`src/rtl/mips_isa_pkg.sv`:
```
// MIPS ISA constants, request enumerations and encoder FSM state.
// Shared by the instruction packer and the byte-streaming encoder.
package mips_isa_pkg;

  localparam logic [5:0] OP_R   = 6'b000000;
  localparam logic [5:0] OP_LW  = 6'b100011;
  localparam logic [5:0] OP_SW  = 6'b101011;
  localparam logic [5:0] OP_BEQ = 6'b000100;

  localparam logic [5:0] FN_ADD = 6'h20;
  localparam logic [5:0] FN_SUB = 6'h22;
  localparam logic [5:0] FN_AND = 6'h24;
  localparam logic [5:0] FN_OR  = 6'h25;
  localparam logic [5:0] FN_SLT = 6'h2A;

  typedef enum logic [1:0] {
    OC_R   = 2'b00,
    OC_LW  = 2'b01,
    OC_SW  = 2'b10,
    OC_BEQ = 2'b11
  } op_class_e;

  typedef enum logic [2:0] {
    AF_ADD = 3'b000,
    AF_SUB = 3'b001,
    AF_AND = 3'b010,
    AF_OR  = 3'b011,
    AF_SLT = 3'b100
  } alu_fn_e;

  typedef enum logic {
    S_IDLE = 1'b0,
    S_SEND = 1'b1
  } enc_state_e;

endpackage

```
`src/rtl/mips_instr_pack.sv`:
```
// Combinational packer: abstract request to a 32-bit MIPS word.
// Flags R-type requests whose ALU function has no funct code.
module mips_instr_pack
  import mips_isa_pkg::*;
(
  input  logic [1:0]  op_class_i,
  input  logic [2:0]  alu_fn_i,
  input  logic [4:0]  rs_i,
  input  logic [4:0]  rt_i,
  input  logic [4:0]  rd_i,
  input  logic [15:0] imm_i,
  output logic [31:0] word_o,
  output logic        illegal_o
);

  logic [5:0] funct;
  logic       bad_fn;

  always_comb begin
    funct  = FN_ADD;
    bad_fn = 1'b0;
    unique case (alu_fn_e'(alu_fn_i))
      AF_ADD:  funct = FN_ADD;
      AF_SUB:  funct = FN_SUB;
      AF_AND:  funct = FN_AND;
      AF_OR:   funct = FN_OR;
      AF_SLT:  funct = FN_SLT;
      default: bad_fn = 1'b1;
    endcase
  end

  always_comb begin
    word_o    = '0;
    illegal_o = 1'b0;
    unique case (op_class_e'(op_class_i))
      OC_R: begin
        word_o    = {OP_R, rs_i, rt_i, rd_i,
                     5'd0, funct};
        illegal_o = bad_fn;
      end
      OC_LW:  word_o = {OP_LW, rs_i, rt_i, imm_i};
      OC_SW:  word_o = {OP_SW, rs_i, rt_i, imm_i};
      OC_BEQ: word_o = {OP_BEQ, rs_i, rt_i, imm_i};
      default: word_o = '0;
    endcase
  end

endmodule

```
`src/rtl/mips_instr_encoder.sv`:
```
// Streams packed MIPS words MSB-first as bytes over valid/ready.
// Define INSTR_PARITY_EN to append an XOR parity byte per word.
module mips_instr_encoder
  import mips_isa_pkg::*;
#(
  parameter int COUNT_W = 16
) (
  input  logic               clk,
  input  logic               rst,
  input  logic               in_valid,
  output logic               in_ready,
  input  logic [1:0]         op_class,
  input  logic [2:0]         alu_fn,
  input  logic [4:0]         rs,
  input  logic [4:0]         rt,
  input  logic [4:0]         rd,
  input  logic [15:0]        imm,
  output logic [7:0]         out_byte,
  output logic               out_valid,
  input  logic               out_ready,
  output logic               out_last,
  output logic               err,
  output logic [COUNT_W-1:0] instr_count
);

`ifdef INSTR_PARITY_EN
  localparam int NB = 5;
`else
  localparam int NB = 4;
`endif
  localparam int SR_W = NB * 8;
  localparam logic [2:0] LAST_IDX = 3'(NB - 1);

  enc_state_e         state_q;
  logic [SR_W-1:0]    sreg_q;
  logic [SR_W-1:0]    sreg_d;
  logic [2:0]         idx_q;
  logic [COUNT_W-1:0] cnt_q;
  logic               err_q;
  logic [31:0]        word;
  logic               illegal;

  mips_instr_pack u_pack (
    .op_class_i (op_class),
    .alu_fn_i   (alu_fn),
    .rs_i       (rs),
    .rt_i       (rt),
    .rd_i       (rd),
    .imm_i      (imm),
    .word_o     (word),
    .illegal_o  (illegal)
  );

`ifdef INSTR_PARITY_EN
  assign sreg_d = {word, word[31:24] ^ word[23:16]
                       ^ word[15:8]  ^ word[7:0]};
`else
  assign sreg_d = word;
`endif

  always_ff @(posedge clk) begin
    if (rst) begin
      state_q <= S_IDLE;
      sreg_q  <= '0;
      idx_q   <= '0;
      cnt_q   <= '0;
      err_q   <= 1'b0;
    end else begin
      err_q <= 1'b0;
      unique case (state_q)
        S_IDLE: begin
          if (in_valid) begin
            if (illegal) begin
              err_q <= 1'b1;
            end else begin
              sreg_q  <= sreg_d;
              idx_q   <= '0;
              state_q <= S_SEND;
            end
          end
        end
        S_SEND: begin
          // Shifting leaves zeros behind, so IDLE shows out_byte=0
          if (out_ready) begin
            sreg_q <= sreg_q << 8;
            idx_q  <= idx_q + 3'd1;
            if (idx_q == LAST_IDX) begin
              state_q <= S_IDLE;
              cnt_q   <= cnt_q + 1'b1;
            end
          end
        end
        default: state_q <= S_IDLE;
      endcase
    end
  end

  assign in_ready    = (state_q == S_IDLE) & ~rst;
  assign out_valid   = (state_q == S_SEND);
  assign out_byte    = sreg_q[SR_W-1 -: 8];
  assign out_last    = out_valid & (idx_q == LAST_IDX);
  assign err         = err_q;
  assign instr_count = cnt_q;

endmodule

```
`config.mk`:
```
export PLATFORM = sky130hd
export DESIGN_NAME = mips_instr_encoder
export DESIGN_NICKNAME = d
export VERILOG_FILES = /design/src/rtl/mips_isa_pkg.sv /design/src/rtl/mips_instr_pack.sv /design/src/rtl/mips_instr_encoder.sv
export SDC_FILE = /design/constraint.sdc
export NUM_CORES = 1
export LEC_CHECK = 0
export ABC_AREA = 1
export CAP_MARGIN = 20
export CORE_UTILIZATION = 40
export CTS_BUF_LIST = sky130_fd_sc_hd__clkbuf_8
export DETAILED_ROUTE_END_ITERATION = 10
export PLACE_DENSITY_LB_ADDON = 0.2
export SLEW_MARGIN = 20
export SYNTH_ARGS = -nofsm -noshare
export SYNTH_HDL_FRONTEND = slang
export SYNTH_HIERARCHICAL = 1
export SYNTH_SLANG_ARGS = --single-unit
```
`constraint.sdc`:
```
create_clock -name clk -period 1.8 [get_ports clk]
set_clock_uncertainty 0.15 [all_clocks]
set_input_delay 0.36 -clock clk [delete_from_list [all_inputs] [get_ports clk]]
set_output_delay 0.36 -clock clk [all_outputs]
set_load 0.05 [all_outputs]
```
==> flow_metrics.tcl, run 1 <==
set metrics [dict create \
    via_count 2903 \
    gp_congestion 0.8169 \
    post-route-util_pct 57.30 \
    clkTransAtPathRegs_ps 100 \
    port_buffers 67 \
    fin_crit_ps 1757 \
    synth.distinct_cells 31 \
    worstReg2RegEnd "instr_count[13]$_SDFFE_PP0P_" \
    grt_pass1_wl_um 12430 \
    cts_root_buf "clkbuf_8" \
    synth_top_family_by_area "simple AND/OR/NAND/NOR gates" \
    synthMuxAreaShare_pct 7.830 \
    status "finished clean" \
    cts_tree "done" \
    synth_nets 481 \
    antenna_left 0 \
    fp.dieH_um 89.58 \
    rsz0062_at_grt "no" \
    diodes 0 \
    fillers 671 \
    yosysSeqAreaShare_pct 34.58 \
    rrSetupSlack_ps 220 \
    antenna_found_initial 0 \
    synth_compound_area_share_pct 12.28 \
    synth.most_common_cell "nand2_1" \
    die_w_um 89.58 \
    critical_path.startpoint_type "flop" \
    final-hold-violation-count 0 \
    netlist.area_leader.share_pct 34.58 \
    first_pass_iters 4 \
    synthTopCellsByCount "100 x nand2_1, 53 x dfxtp_1, 43 x inv_1" \
    worstPathMaxFanout 4 \
    grtUsageTotal_pct 19.91 \
    ys.flop_type "dfxtp_1" \
    ctsHtreeMaxLevel 2 \
    ir_drop_mv 0.3182 \
    remaining_drc_errors 0 \
    synth_simple_gate_area_share_pct 27.04 \
    power.leakage_nw 1.828 \
    hold_depth 1 \
    yosysTopAreaCell "dfxtp_1" \
    min_from "idx_q[0]$_SDFFE_PP0P_" \
    vias_per_cell 4.830 \
    ys.warnings.count 6 \
    grt_max_degree 35 \
    cts_buffers 5 \
    grt_overflow 0 \
    synth_seq_cells 53 \
    worstPathRequired_ps 1290 \
    dp.cells 590 \
    area_growth_pct 36.91 \
    cts_hold_buf 0 \
    synth_adder_area_share_pct 3.670 \
    synthCells 432 \
    start_util_pct 41.85 \
    cp.arrival_ps 1250 \
    timing.final.crit_share_pct 97.63 \
    max_freq_mhz 569.0 \
    clock_path_buffers 2 \
    dp_hpwl_um 5322 \
    p_per_area_nw_per_um2 629.1 \
    synth.area.top_cells "dfxtp_1 35%, nand2_1 12%, mux2i_1 7.8%" \
    async_flop_share_pct 0 \
    synth_edf_count 0 \
    grt_pass1_vias 2732 \
    wl_um 7307 \
    rr_startpoint "idx_q[0]$_SDFFE_PP0P_" \
    synth_xor_area_share_pct 0.2855 \
    initialDrtViolationCount 169 \
    stdcell_count 601 \
    die_area_sq_um 8024 \
    clk_latency_ps 310 \
    cp-end-kind "output pin" \
    hp-class "flop to flop" \
    final_nets 550 \
    synth_area_per_cell_sq_um 7.102 \
    reg2reg_depth 9 \
    crit_type "flop to output pin" \
    rows 31 \
    layout-drive-gt1-share_pct 21.12 \
    maxSlewViolCount 0 \
    num_io_pins 68 \
    cts_sinks 53 \
    drv_cap 0 \
    wl_per_cell_um 12.16 \
    synthesis.area_sq_um 3068 \
    core_area_sq_um 7331 \
    setup_viol 0 \
    hold-path-endpoint "idx_q[0]$_SDFFE_PP0P_" \
]
-- through the flow --
step,worst slack (ps),power [mW],cell area [sq um],TNS (ps),hold slack (ps)
finish,42.66,2.642,4200,0,315.0
CTS,14.23,2.654,4175,0,324.2
global placement,-355.4,1.881,3970,-12020,292.1
detailed placement,-469.8,1.893,3970,-16090,305.1
floorplan,8.994,1.702,3084,0,282.2
global route,3.941,2.782,4200,0,333.6
-- power breakdown --
| part | internal, mW | switching [mW] | total [mW] |
|---|---|---|---|
| logic | 0.298 | 0.344 | 0.642 |
| registers | 1.24 | 0.0400 | 1.28 |
| clock network | 0.285 | 0.434 | 0.719 |
| total | 1.82 | 0.818 | 2.64 |
-- critical path, stage by stage (launching register included) --
cell and delay (ps):
dfxtp_4 370, ha_4 160, ha_4 170, nand2_2 60, inv_2 40, buf_12 140
-- layout by cell type, fill, tap and decap left out, types with 2 or more instances in the layout --
| cell | synthesis | routed |
|---|---|---|
| nand2_2 | 2 | 3 |
| ha_1 | 9 | 4 |
| nand2_1 | 100 | 98 |
| nand3_1 | 15 | 15 |
| mux2i_1 | 24 | 24 |
| dfxtp_1 | 53 | 50 |
| nor2_4 | 2 | 2 |
| o21ai_0 | 28 | 9 |
| buf_12 | 0 | 17 |
| nor2_1 | 38 | 37 |
| inv_2 | 3 | 8 |
| nand2_4 | 1 | 2 |
| clkdlybuf4s50_1 | 0 | 36 |
| ha_4 | 0 | 3 |
| nand3b_1 | 9 | 9 |
| clkbuf_8 | 0 | 5 |
| dlygate4sd2_1 | 0 | 2 |
| nor2_2 | 5 | 6 |
| o21ai_1 | 1 | 20 |
| a21oi_1 | 40 | 37 |
| dfxtp_2 | 0 | 2 |
| buf_4 | 23 | 42 |
| nand4_1 | 6 | 6 |
| inv_1 | 43 | 38 |
| a21oi_2 | 0 | 3 |
| o21ai_2 | 2 | 2 |
| nor3_1 | 6 | 5 |
| inv_6 | 0 | 2 |
| ha_2 | 0 | 2 |
-- worst max-delay path by stage --
stage	startpoint	to	slack, ps	cells past startpoint
6_report	idx_q[0]$_SDFFE_PP0P_	out_last	40	5
5_1_grt	idx_q[0]$_SDFFE_PP0P_	out_last	4	5
4_1_cts	idx_q[0]$_SDFFE_PP0P_	out_last	10	5
3_5_place_dp	op_class[1]	sreg_q[2]$_SDFFE_PP0P_	-470	11
3_3_place_gp	op_class[0]	sreg_q[4]$_SDFFE_PP0P_	-360	11
2_1_floorplan	out_valid$_SDFF_PP0_	out_last	9	4
-- registers in the layout (all words and copies together), names as in the netlist --
register     count
err              1
idx_q            3
instr_count     16
out_valid        1
sreg_q          32
-- cell families after synthesis --
logic type / after synthesis
compound gates: 73
xor+xnor: 1
fa+ha+maj: 9
buf+inv: 85
flops: 53
mux: 24
other cells: 1
simple gates: 186
-- cell type report --
cell class	count	area, sq um	share of cell area (%)
Timing Repair Buffer	100	1089	25.92
Multi-Input combinational cell	294	1649	39.26
Sequential cell	53	1067	25.41
Clock inverter	3	25.02	0.5958
Clock buffer	5	68.82	1.638
Inverter	47	177.7	4.230
Tap cell	99	123.9	2.949
-- routing by layer --
metal,vias to the layer above,GRT usage [%],share of wire (%),wire length [um]
met2,57,32.99,46,3382
li1,1507,-,-,-
met5,-,0,0,0
met1,1331,26.98,49,3553
met3,8,3.291,3.8,278
met4,0,5.051,1.3,93
-- repair_timing --
| item | 4_1_cts | 5_1_grt |
|---|---|---|
| setup endpoints to repair | 35 | 35 |
| pin swaps | 1 | 2 |
| gates cloned | 1 | 0 |
| buffers inserted | 1 | 1 |
| resized for setup | 33 | 15 |
Power figures use the tool's default switching activity.
==> run 2, diff against run 1 <==
CORE_UTILIZATION = 35   (was 40)
==> run 2 against run 1 <==
Effect of this change: register-to-register slack worse by 60 ps; sequential cell count stayed put; wire length is 4.6% higher; first-iteration DRC count is 30% lower; via count is 0.17% lower; global-route usage is 2.3 points lower; die area is 14% higher; sequential power hardly changed; total power is 1.1% higher; critical path type unchanged; largest cell class unchanged; highest routed layer unchanged.
==> flow_metrics.tcl, run 2 (same netlist as run 1, synthesis figures left out) <==
set metrics [dict create \
    status "finished clean" \
    ir_drop_mv 0.3602 \
    cts_buffers 5 \
    wl_um 7641 \
    wl_per_cell_um 12.44 \
    worstPathRequired_ps 1290 \
    power.leakage_nw 1.883 \
    die_w_um 95.63 \
    grt_pass1_vias 2695 \
    cp.arrival_ps 1220 \
    reg2reg_depth 10 \
    hold_depth 2 \
    min_from "sreg_q[1]$_SDFFE_PP0P_" \
    cp-startpoint "idx_q[0]$_SDFFE_PP0P_" \
    setup_ws_ps 67.70 \
    largest_register "sreg_q" \
    layout-drive-gt1-share_pct 22.99 \
    worstReg2RegEnd "instr_count[14]$_SDFFE_PP0P_" \
    setup_viol 0 \
    dp_hpwl_um 5479 \
    antenna_found_initial 0 \
    timing.final.crit_share_pct 96.24 \
    cp-end-kind "output pin" \
    core_area_sq_um 8341 \
    critical_path.startpoint_type "flop" \
    vias_per_cell 4.720 \
    max_freq_mhz 577.3 \
    post-route-util_pct 51.70 \
    ctsHtreeMaxLevel 2 \
    dr_wl_met2_um 3569 \
    largest_reg_flops 32 \
    port_buffers 67 \
    clk_latency_ps 310 \
    drv_cap 0 \
    final_nets 557 \
    remaining_drc_errors 0 \
    die_area_sq_um 9144 \
    gp_congestion 0.8054 \
    rows 33 \
    fp.dieH_um 95.63 \
    rrSetupSlack_ps 160 \
    final_cell_mix "99 x nand2_1, 50 x dfxtp_1, 47 x buf_4" \
    fin_crit_ps 1732 \
    cts_root_buf "clkbuf_8" \
    area_growth_pct 40.54 \
    wl_met1_um 3684 \
    rr_startpoint "idx_q[0]$_SDFFE_PP0P_" \
    cts_sinks 53 \
    maxSlewViolCount 0 \
    grtUsageTotal_pct 17.65 \
    first_pass_iters 4 \
    grt_pass1_wl_um 12590 \
    crit_type "flop to output pin" \
    p_per_area_nw_per_um2 619.6 \
    p_total_mw 2.671 \
    grt_overflow 0 \
    diodes 0 \
    worstPathMaxFanout 2 \
    hp-class "flop to flop" \
    hold-path-endpoint "sreg_q[1]$_SDFFE_PP0P_" \
    cts_hold_buf 0 \
    clkTransAtPathRegs_ps 100 \
    cts_tree "done" \
    num_io_pins 68 \
    fillers 811 \
    route.met3.wl_um 295 \
    final-hold-violation-count 0 \
    via_count 2898 \
    final_common_cell "nand2_1" \
    dp_slack_ps -482.2 \
    clock_path_buffers 2 \
    grt_max_degree 34 \
    antenna_left 0 \
    initialDrtViolationCount 118 \
    top_layer "met4" \
    start_util_pct 36.78 \
]
[run 2: cell count changes in the layout (fill, tap and decap cells not counted), sizes merged]
cell,delta
clkdlybuf4s50,-2
buf,+7
inv,-1
dlygate4sd2,+2
clkinv,+1
[run 2: cell type report]
cell class                      instances  area [sq um]  share of cell area, %
Clock inverter                          3         21.27                 0.4933
Tap cell                              105         131.4                  3.047
Timing Repair Buffer                  107          1166                  27.05
Sequential cell                        53          1065                  24.70
Inverter                               47         181.4                  4.208
Clock buffer                            5         68.82                  1.596
Multi-Input combinational cell        294          1678                  38.91
[run 2: critical path, stage by stage, from the launching register on]
cell and delay, ps:
dfxtp_2 350, ha_4 160, ha_4 160, nand2_1 60
inv_2 40, buf_12 140
[run 2: where the power goes]
part           internal [mW]  total, mW  switching [mW]  leakage, nW
clock network          0.277      0.689           0.411       0.0445
registers               1.24       1.28          0.0430        0.435
logic                  0.337      0.698           0.361         1.40
[run 2: through the flow]
| stage | area [sq um] | hold WS, ps | std cells | TNS [ps] |
|---|---|---|---|---|
| 6_report | 4312 | 319.1 | 614 | 0 |
| 5_1_grt | 4312 | 353.5 | 614 | -11.10 |
| 4_1_cts | 4228 | 304.8 | 610 | 0 |
| 3_5_place_dp | 3978 | 306.5 | 596 | -15140 |
| 3_3_place_gp | 3978 | 301.8 | 596 | -12730 |
| 2_1_floorplan | 3084 | 282.2 | 432 | 0 |
[run 2: worst max-delay path by stage]
stage	end	cells after the start	slack, ps
finish	out_last	5	70
global route	sreg_q[28]$_SDFFE_PP0P_	11	-10
CTS	sreg_q[25]$_SDFFE_PP0P_	11	8
detailed placement	sreg_q[5]$_SDFFE_PP0P_	11	-480
global placement	sreg_q[3]$_SDFFE_PP0P_	11	-410
floorplan	out_last	4	9
[run 2: repair_timing]
item	4_1_cts	5_1_grt
gates cloned	3	0
endpoints found under the setup margin	35	41
gates resized for setup	36	18
pin swaps	4	2
hold endpoints to repair	0	0
setup buffers	3	4
[run 2: metal layers]
layer  GRT usage (%)  up-vias
met5               0        -
met4           4.602        0
met1           23.72     1309
met3           2.472        6
met2           29.52       55
li1                -     1528
